`src/rtl/imem_boot_arbiter.sv`:
```
// Shares the single instruction-memory port between IF fetch and a word loader: boot load, drain, then run with bounded-starvation patch writes.
// Writes issue one cycle after accept; fetch is a zero-cycle combinational path through the memory.
module imem_boot_arbiter #(
   parameter int ADDR_W     = 14,
   parameter int STARVE_MAX = 8
) (
   input  logic        clk,
   input  logic        rst,
   input  logic        ld_valid,
   input  logic [31:0] ld_addr,
   input  logic [31:0] ld_data,
   output logic        ld_ready,
   input  logic        ld_done,
   output logic        cpu_run,
   input  logic        fetch_req,
   input  logic [31:0] fetch_pc,
   output logic [31:0] fetch_instr,
   output logic        fetch_valid,
   output logic        fetch_err,
   output logic [31:0] mem_addr,
   output logic        mem_we,
   output logic [31:0] mem_wdata,
   input  logic [31:0] mem_rdata,
   output logic [12:0] words_loaded,
   output logic        err_misaligned
);

   localparam logic [1:0] S_INIT  = 2'd0;
   localparam logic [1:0] S_LOAD  = 2'd1;
   localparam logic [1:0] S_DRAIN = 2'd2;
   localparam logic [1:0] S_RUN   = 2'd3;

   localparam int          SC_W      = $clog2(STARVE_MAX + 1);
   localparam logic [31:0] LAST_WORD = (32'd1 << ADDR_W) - 32'd4;

   logic [1:0]      state;
   logic [31:0]     wr_addr;
   logic [31:0]     wr_data;
   logic            wr_pend;
   logic [SC_W-1:0] starve_cnt;

   logic accept;
   logic misaligned;
   logic out_of_range;
   logic starved;

   assign misaligned   = (ld_addr[1:0] != 2'b00);
   assign out_of_range = (ld_addr > LAST_WORD);
   assign starved      = (starve_cnt == SC_W'(STARVE_MAX));

   always_comb begin
      ld_ready = 1'b0;
      case (state)
         S_LOAD:  ld_ready = 1'b1;
         S_RUN:   ld_ready = (!fetch_req || starved) && !wr_pend;
         default: ld_ready = 1'b0;
      endcase
   end

   assign accept = ld_valid && ld_ready;

   assign mem_we    = wr_pend;
   assign mem_wdata = wr_data;
   assign mem_addr  = wr_pend ? wr_addr : fetch_pc;

   assign fetch_err   = fetch_req && (fetch_pc > LAST_WORD);
   assign fetch_valid = (state == S_RUN) && fetch_req && !wr_pend && !fetch_err;
   assign fetch_instr = fetch_valid ? mem_rdata : 32'd0;

   // ld_done is only honoured in LOAD; a word accepted alongside it still
   // drains during DRAIN, so the pipeline never sees a stale image.
   always_ff @(posedge clk or posedge rst) begin
      if (rst) begin
         state   <= S_INIT;
         cpu_run <= 1'b0;
      end else begin
         case (state)
            S_INIT:  state <= S_LOAD;
            S_LOAD:  if (ld_done) state <= S_DRAIN;
            S_DRAIN: begin
               state   <= S_RUN;
               cpu_run <= 1'b1;
            end
            default: state <= S_RUN;
         endcase
      end
   end

   always_ff @(posedge clk or posedge rst) begin
      if (rst) begin
         wr_pend        <= 1'b0;
         wr_addr        <= 32'd0;
         wr_data        <= 32'd0;
         err_misaligned <= 1'b0;
      end else begin
         wr_pend <= accept && !misaligned && !out_of_range;
         if (accept) begin
            wr_addr <= ld_addr;
            wr_data <= ld_data;
            if (misaligned) err_misaligned <= 1'b1;
         end
      end
   end

   always_ff @(posedge clk or posedge rst) begin
      if (rst) begin
         words_loaded <= 13'd0;
      end else if (wr_pend && (words_loaded != 13'h1FFF)) begin
         words_loaded <= words_loaded + 13'd1;
      end
   end

   always_ff @(posedge clk or posedge rst) begin
      if (rst) begin
         starve_cnt <= '0;
      end else if (state != S_RUN || accept || !ld_valid) begin
         starve_cnt <= '0;
      end else if (!starved) begin
         starve_cnt <= starve_cnt + SC_W'(1);
      end
   end

endmodule

```
`config.mk`:
```
export PLATFORM = sky130hd
export DESIGN_NAME = imem_boot_arbiter
export DESIGN_NICKNAME = d
export VERILOG_FILES = /design/src/rtl/imem_boot_arbiter.sv
export SDC_FILE = /design/constraint.sdc
export NUM_CORES = 1
export LEC_CHECK = 0
export CORE_ASPECT_RATIO = 1.25
export CORE_MARGIN = 3
export CORE_UTILIZATION = 36
export CTS_BUF_LIST = sky130_fd_sc_hd__clkbuf_4 sky130_fd_sc_hd__clkbuf_8
export CTS_CLUSTER_SIZE = 10
export DETAILED_ROUTE_END_ITERATION = 8
export GPL_ROUTABILITY_DRIVEN = 1
export PLACE_DENSITY = 0.86
export REMOVE_ABC_BUFFERS = 1
export SLEW_MARGIN = 20
export SYNTH_ARGS = -nofsm -noshare
export SYNTH_HDL_FRONTEND = slang
export SYNTH_SLANG_ARGS = --single-unit
```
`constraint.sdc`:
```
create_clock -name clk -period 2.91 [get_ports clk]
set_input_delay 0.582 -clock clk [delete_from_list [all_inputs] [get_ports clk]]
set_output_delay 0.582 -clock clk [all_outputs]
set_load 0.01 [all_outputs]
```
# --- Word-level counts from Yosys, hierarchy flattened ---
# Index checks and enable logic that the tools add are counted.
classes:
  mul: 0
  magnitude_cmp: 2
  bitwise: 0
  shifts: 0
  n_reduce_logical: 21
  n_mux: 7
  div_mod_pow: 0
  add_sub_neg: 2
  eq_ne: 8
ops:
  columns: ["operator", "n"]
  rows:
  - ["> comparator 32 x 14 -> 1 bit (second input constant)", 2]
  - ["two-way mux 32 bit", 2]
  - ["adder 13 x 1 -> 13 bit (second input constant)", 1]
  - ["!= test 13 bit (second input constant)", 1]
  - ["logical AND 1 bit", 9]
  - ["two-way mux 4 bit", 2]
  - ["logical NOT 1 bit", 6]
  - ["adder 4 x 1 -> 4 bit (second input constant)", 1]
  - ["equality test 2 bit (second input constant)", 2]
  - ["equality test 4 bit (second input constant)", 1]
  - ["!= test 2 bit (second input constant)", 2]
  - ["one-hot mux 2 bit (2 select lines)", 1]
  - ["logical OR 1 bit", 3]
  - ["equality test 2 x 1 -> 1 bit (second input constant)", 1]
  - ["logical NOT 2 bit", 1]
  - ["two-way mux 2 bit", 1]
  - ["!= test 2 x 1 -> 1 bit (second input constant)", 1]
  - ["one-hot mux 1 bit (2 select lines)", 1]
  - ["AND reduction 2 bit", 1]
  - ["nonzero test 2 bit", 1]
totals:
  regBits: 86
  ramBits: 0
  in_bits: 133
  out_inout_bits: 115
  latch_bits: 0
  n_memories: 0
  word_cells: 48
  mem_bits_ro: 0

# --- Longest topological paths before layout ---
depth:
  ltp_word: 8
  ltp_mapped: 8
  ltp_nobuf: 6

# --- Worst setup path after synthesis ---
# Ideal clock, no wire load.
synth_path:
  path_kind: "input to output"
  from: "input port fetch_pc[26]"
  to: "output port fetch_instr[10]"
  path_buffers: 1
  slack_ps: 615
  cell_stages: 5
  required_time_ps: 2328
  t_arrival_ps: 1713
  path_cell_list: "nor4_1 > nand3_1 > nor4_2 > clkbuf_2 > and2_1"
synth_via:
  elab_chain_len: 5
synth_rtl:
  columns: ["item", "line", "text"]
  rows:
  - ["from (decl)", "16", "input logic [31:0] fetch_pc,"]
  - ["> comparator 32 x 14 -> 1 bit", "66", "assign fetch_err = fetch_req && (fetch_pc > LAST_WORD);"]
  - ["logical AND 1 bit", "66", null]
  - ["logical NOT 1 bit", "67", "assign fetch_valid = (state == S_RUN) && fetch_req && !wr_pend && !fetch_err;"]
  - ["logical AND 1 bit", "67", null]
  - ["two-way mux 32 bit", "68", "assign fetch_instr = fetch_valid ? mem_rdata : 32'd0;"]
  - ["to (decl)", "17", "output logic [31:0] fetch_instr,"]
# No other way between the ends.

# --- Worst setup path in the final report ---
layout_path:
  from: "input port fetch_pc[30]"
  to: "output port fetch_instr[26]"
# The elaborated chain is that of the path after synthesis.

==> impl_metrics.tcl <==
set metrics [dict create \
    gp_congestion 0.773 \
    reg2reg_to "mem_wdata[24]" \
    yosysWarnings 0 \
    arrival_ps 2280 \
    htreeDepth 3 \
    grt_busiest_layer "met2" \
    cts_tree "done" \
    grt_pass1_vias 4102 \
    syn_to_final_growth_pct 73.6 \
    ys_async_sr_fraction_pct 100 \
    grt_pass1_wl_um 22200 \
    synthCells 320 \
    path_clk_slew_ps 90 \
    vias_per_cell 4.77 \
    fillerInstances 894 \
    yosysSeqAreaShare_pct 50.0 \
    grt_max_degree 40 \
    drtIter0Drc 113 \
    hold_end "err_misaligned" \
    synth_area_leaders "dfrtp_1, mux2_2, mux2_4" \
    whs_path_depth 1 \
    period_needed_ps 2860 \
    initial_core_util_pct 36.9 \
    num_io_pins 248 \
    use_met2_pct 41.1 \
    clock_latency_ps 360 \
    fmax_ghz 0.350 \
    min-delay-path-class "reg -> reg" \
    dpl.hpwl_um 10200 \
    vias 3650 \
    numPortBuffers 247 \
    hp-start "err_misaligned" \
    powerDensity_mw_per_mm2 423 \
    multi_input_area_mm2 0.00208 \
    drc 0 \
    drt_wl_total_um 13900 \
    numCtsBuffers 9 \
    final_layout_size_suffix_gt1_share_pct 32.1 \
    holdBufCountCts 0 \
    fin_nets 737 \
    area.sequential_mm2 0.00215 \
    irDropWorstVdd_mv 0.314 \
    first_pass_iters 6 \
    skew_ps 12.5 \
    p_leak_uw 0.00327 \
    drv_slew 0 \
    ys_seq_elements 86 \
    yosysTopAreaCell "dfrtp_1" \
    row_count 44 \
    numClockSinks 86 \
    drv_cap 0 \
    synth_top_cells_by_count "dfrtp_1, mux2_2, and2_1" \
    drtAntennaViolNets 0 \
    timing.rr.start "starve_cnt[0]" \
    run_status "finished, final reports clean" \
    r2r_slack_ps 850 \
    cp_max_fo 4 \
    end_kind "output port" \
    die-area_mm2 0.0133 \
    required_ps 2330 \
    antenna-diode-count 0 \
    synth_top_area_share_pct 50.0 \
    clock_path_buffers 2 \
    synth-edff-count 0 \
    fp.coreArea_mm2 0.0117 \
    min_period_over_period_pct 98.3 \
    grt-ovfl-total 0 \
    hold_viol 0 \
    fin_util_pct 64.0 \
    slew_headroom_pct 52.7 \
    root_buffer "clkbuf_8" \
    path_class "in -> out" \
    reg2reg_depth 7 \
    synth_cell_types 35 \
    pre_cts_ws_ps -943 \
    met3_usage_pct 6.45 \
    die_w_um 104 \
    tightest_slew_ps 709 \
    antenna_found_initial 0 \
    syn_area_mm2 0.00430 \
    ys.flop_type "dfrtp_1" \
    rsz0062_at_grt "true" \
    use_met1_pct 21.5 \
    die_y_um 128 \
    postSynthAreaPerCell_um2 13.4 \
    grt_use_total_pct 21.2 \
    setup_slack_ps 50.7 \
    cp-start-kind "primary input" \
    post_drt_wl_per_cell_um 18.2 \
    setup_viol_count_final 0 \
    synth.most_common_cell "dfrtp_1" \
]
[cells in the final DEF (no fill, tap or decap), types with 5 or more instances in the layout]
cell	count
dlygate4sd2_1	15
nor4_4	5
clkdlybuf4s50_1	182
nand4_1	7
nand2_1	6
mux2_1	9
xor2_1	11
buf_6	16
dfrtp_1	86
nand3_1	6
inv_1	7
clkbuf_2	10
nor2_1	5
buf_4	22
mux2_2	58
clkdlybuf4s15_1	14
buf_2	14
mux2_4	30
clkbuf_8	9
and2_1	29
nor3_1	12
[per-layer routing]
metal / up-vias / part of all wire [%]
li1: 1693 / -
met5: - / 0
met1: 1769 / 36
met4: 0 / 1.9
met2: 169 / 54
met3: 19 / 8.1
[report_power, final]
group / switching, uW / internal, uW / total (uW)
registers: 82.9 / 1340 / 1420
logic: 239 / 497 / 736
clock network: 424 / 580 / 1000
total: 746 / 2420 / 3160
[critical path, stage by stage]
cell and delay, ps:
clkdlybuf4s50_1 420, nor2_1 120, nand2_1 70, buf_6 150, nor4_4 320, buf_4 190
buf_6 100, buf_6 90, and2_1 110, buf_2 120
[worst max-delay path by stage]
| stage | cells past startpoint | slack (ps) | end | start |
|---|---|---|---|---|
| floorplan | 3 | -200 | mem_wdata[18] | mem_we |
| global placement | 6 | -820 | fetch_instr[14] | fetch_pc[24] |
| detailed placement | 6 | -940 | fetch_instr[23] | fetch_pc[18] |
| CTS | 10 | 1 | fetch_instr[18] | fetch_pc[16] |
| global route | 10 | -40 | fetch_instr[26] | fetch_pc[26] |
| finish | 10 | 50 | fetch_instr[26] | fetch_pc[30] |
[sequential cells by signal, indices dropped and copies added (netlist names)]
register,cells
wr_addr,32
cpu_run,1
err_misaligned,1
mem_wdata,32
mem_we,1
words_loaded,13
state,2
starve_cnt,4
[through the flow]
| step | hold WS, ps | power, uW | area (um^2) | instances | setup TNS [ps] |
|---|---|---|---|---|---|
| finish | 474 | 3160 | 7470 | 766 | 0 |
| detailed placement | 451 | 2180 | 7020 | 732 | -30430 |
| floorplan | 452 | 1710 | 4160 | 305 | -12740 |
| CTS | 478 | 3200 | 7450 | 766 | 0 |
| global route | 513 | 3310 | 7470 | 766 | -93.2 |
| global placement | 443 | 2160 | 7020 | 732 | -27140 |
[cells by family after synthesis]
logic type	Yosys count	share of synthesized area, %
muxes	97	28.0
and+or+nand+nor	87	12.0
DFF	86	50.0
buffers and inverters	23	3.98
xor gates and xnor gates	14	2.85
AOI/OAI and AO/OA	10	2.24
adders and majority gates	3	0.873
[what timing repair did]
| item | in CTS | in global routing |
|---|---|---|
| cloned | 4 | 0 |
| buffers inserted | 15 | 1 |
| setup endpoints to repair | 34 | 33 |
| pin swaps | 13 | 12 |
| resized for setup | 147 | 59 |
[area by class of cell]
type	count	share of cell area, %
clock inverters	5	1.44
repair buffers	284	37.0
inverters	8	0.419
clock buffers	10	1.76
multi-input cells	212	27.9
well taps	161	2.70
flip-flops and latches	86	28.8
Note: power is estimated with default switching activity, not from simulation.
==> variant (same flow settings) <==
Set the parameter `STARVE_MAX` to 16 (it was 8).
--- a/src/rtl/imem_boot_arbiter.sv
+++ b/src/rtl/imem_boot_arbiter.sv
@@ -3,5 +3,5 @@
 module imem_boot_arbiter #(
    parameter int ADDR_W     = 14,
-   parameter int STARVE_MAX = 8
+   parameter int STARVE_MAX = 16
 ) (
    input  logic        clk,
Check against the original RTL: no difference found for any inputs over 10 cycles, from zero or initial values and one cycle with rst high; that may be too few to reach the edited logic, so the function may still have changed.
==> variant against the unedited design <==
The flow now finishes with violations (negative setup slack); clock skew hardly changed; routed wire length shrank 1.5%; count of clock-buffer cells in the layout unchanged; critical path depth is 1 lower; register-to-register slack got worse by 0.04 ns; power is 4.0% lower; utilization decreased by 1.2 points; largest cell class unchanged; cell area shrank 1.9%; worst setup slack got worse by 0.076 ns; global-route usage shrank 1.7 points; clock power down 9.9%; area after synthesis grew 0.47%; sequential cell count grew 1; critical endpoint is now fetch_instr[3].
==> variant: results (changes against the unedited design) <==
| Metric | Value |
|---|---|
| Run status | finished with violations (was completed) |
| Wl on met1 | 4.91 mm (was 4.95 mm) |
| Slew @ Worst Pin | 0.699 ns (was 0.709 ns) |
| CP endpoint | fetch_instr[3] (was fetch_instr[26]) |
| Register area share after synthesis | 50.4% (was 50.0%) |
| Pre-CTS setup slack | -1.04 ns (was -0.943 ns) |
| Hold_ws | 0.490 ns (was 0.474 ns) |
| Share of cells above drive strength 1 | 30.8% (was 32.1%) |
| Multiplexer share of the synthesized area | 28.6% (was 28.0%) |
| Met1 GRT Util | 20.9% (was 21.5%) |
| Netlist cell types | 31 (was 35) |
| Area contributors post-synth | dfrtp_1, mux2_2, mux2_4 (unchanged) |
| Area share of fa/ha/maj cells after synthesis | 0.869% (was 0.873%) |
| Vias in the first global route | 3,928 (was 4,102) |
| FFs w/ async S/R, synth | 100% (unchanged) |
| Placed cell areas | 7080 µm² (was 7020 µm²) |
| Total GRT Usage | 19.6% (was 21.2%) |
| Crit Path Max Fanout | 8 (was 4) |
| Met3 usage | 6.67% (was 6.45%) |
| Maximum vdd drop | 0.000340 V (was 0.000314 V) |
| Setup total negative slack | -0.0256 ns (was 0 ns) |
| Pin count of the biggest net entering global routing | 67 (was 40) |
| Avg Cell Area, Syn | 13.3 µm² (was 13.4 µm²) |
| Yosys warns | 0 (unchanged) |
| Leakage | 3.25 nW (was 3.27 nW) |
| Synth Area in Compound Gates | 1.88% (was 2.24%) |
| Synth cell count leaders | dfrtp_1, mux2_2, mux2_4 (was dfrtp_1, mux2_2, and2_1) |
| Worst Setup SP | fetch_pc[11] (was fetch_pc[30]) |
| Gpl congestion | 0.858 (was 0.773) |
| IO buf count | 247 (unchanged) |
| Failing checks | negative setup slack |
| Met2 GRT Util | 36.9% (was 41.1%) |
| Flop2flop setup slack | 0.81 ns (was 0.85 ns) |
| Critical R2R Capture | mem_wdata[22] (was mem_wdata[24]) |
| Setup WS post-layout | -0.0256 ns (was 0.0507 ns) |
| Worst endpoint data arrival time | 2.35 ns (was 2.28 ns) |
| Hold Path Class | reg2reg (unchanged) |
| Post-placement cell count | 735 (was 732) |
| HP Start | err_misaligned (unchanged) |
| Multi-input gate area | 2140 µm² (was 2080 µm²) |
| Worst Skew | 0.0121 ns (was 0.0125 ns) |
| DR vias/cell | 4.78 (was 4.77) |
| Dpl hpwl | 9.99 mm (was 10.2 mm) |
| Layout net count | 731 (was 737) |
| Vias | 3,630 (was 3,650) |
| CTS root buffer | clkbuf_8 (unchanged) |
| Worst hold path cell count | 1 (unchanged) |
| Met2 wire len | 7.56 mm (about the same) |
| Top Layer Used | met4 (unchanged) |
| Synth Area in XOR/XNOR | 3.04% (was 2.85%) |
| WL/cell | 18.1 µm (was 18.2 µm) |
| First-pass GRT wire length | 20.7 mm (was 22.2 mm) |
| Initial DRC count | 90 (was 113) |
| H-tree depth | 3 (unchanged) |
| Fill count | 935 (was 894) |
| Final setup violating endpoints | 1 (was 0) |
| Metal3 WL | 1.09 mm (was 1.13 mm) |
[variant: where the power goes]
group | leakage [nW] | internal (W) | total, W | switching, W
registers | 1.05 | 0.00134 | 0.00142 | 0.0000757
logic | 2.09 | 0.000483 | 0.000717 | 0.000234
clock network | 0.102 | 0.000483 | 0.000901 | 0.000418
total | 3.25 | 0.00231 | 0.00303 | 0.000728
[variant: repair_timing]
action	in CTS	in global routing
endpoints found under the setup margin	34	30
hold buffers	0	0
pin swaps	12	6
resized for setup	113	37
buffers inserted	7	1
endpoints found under the hold margin	0	0
gates cloned	1	1
[variant: final cells by class]
type	instances	area share (%)
multi-input combinational	216	29.2
sequential	87	29.7
timing repair buffer	273	35.1
tap	161	2.75
clock buffer	10	1.79
clock inverter	4	0.991
inverter	8	0.427
[variant: worst max-delay path, stage by stage]
cell             delay, ns
dlygate4sd2_1         0.22
nand4_1               0.17
nor4_4                0.47
buf_12                0.17
nor4_4                0.04
buf_4                 0.16
clkbuf_16             0.15
and2_1                0.16
clkdlybuf4s15_2       0.22
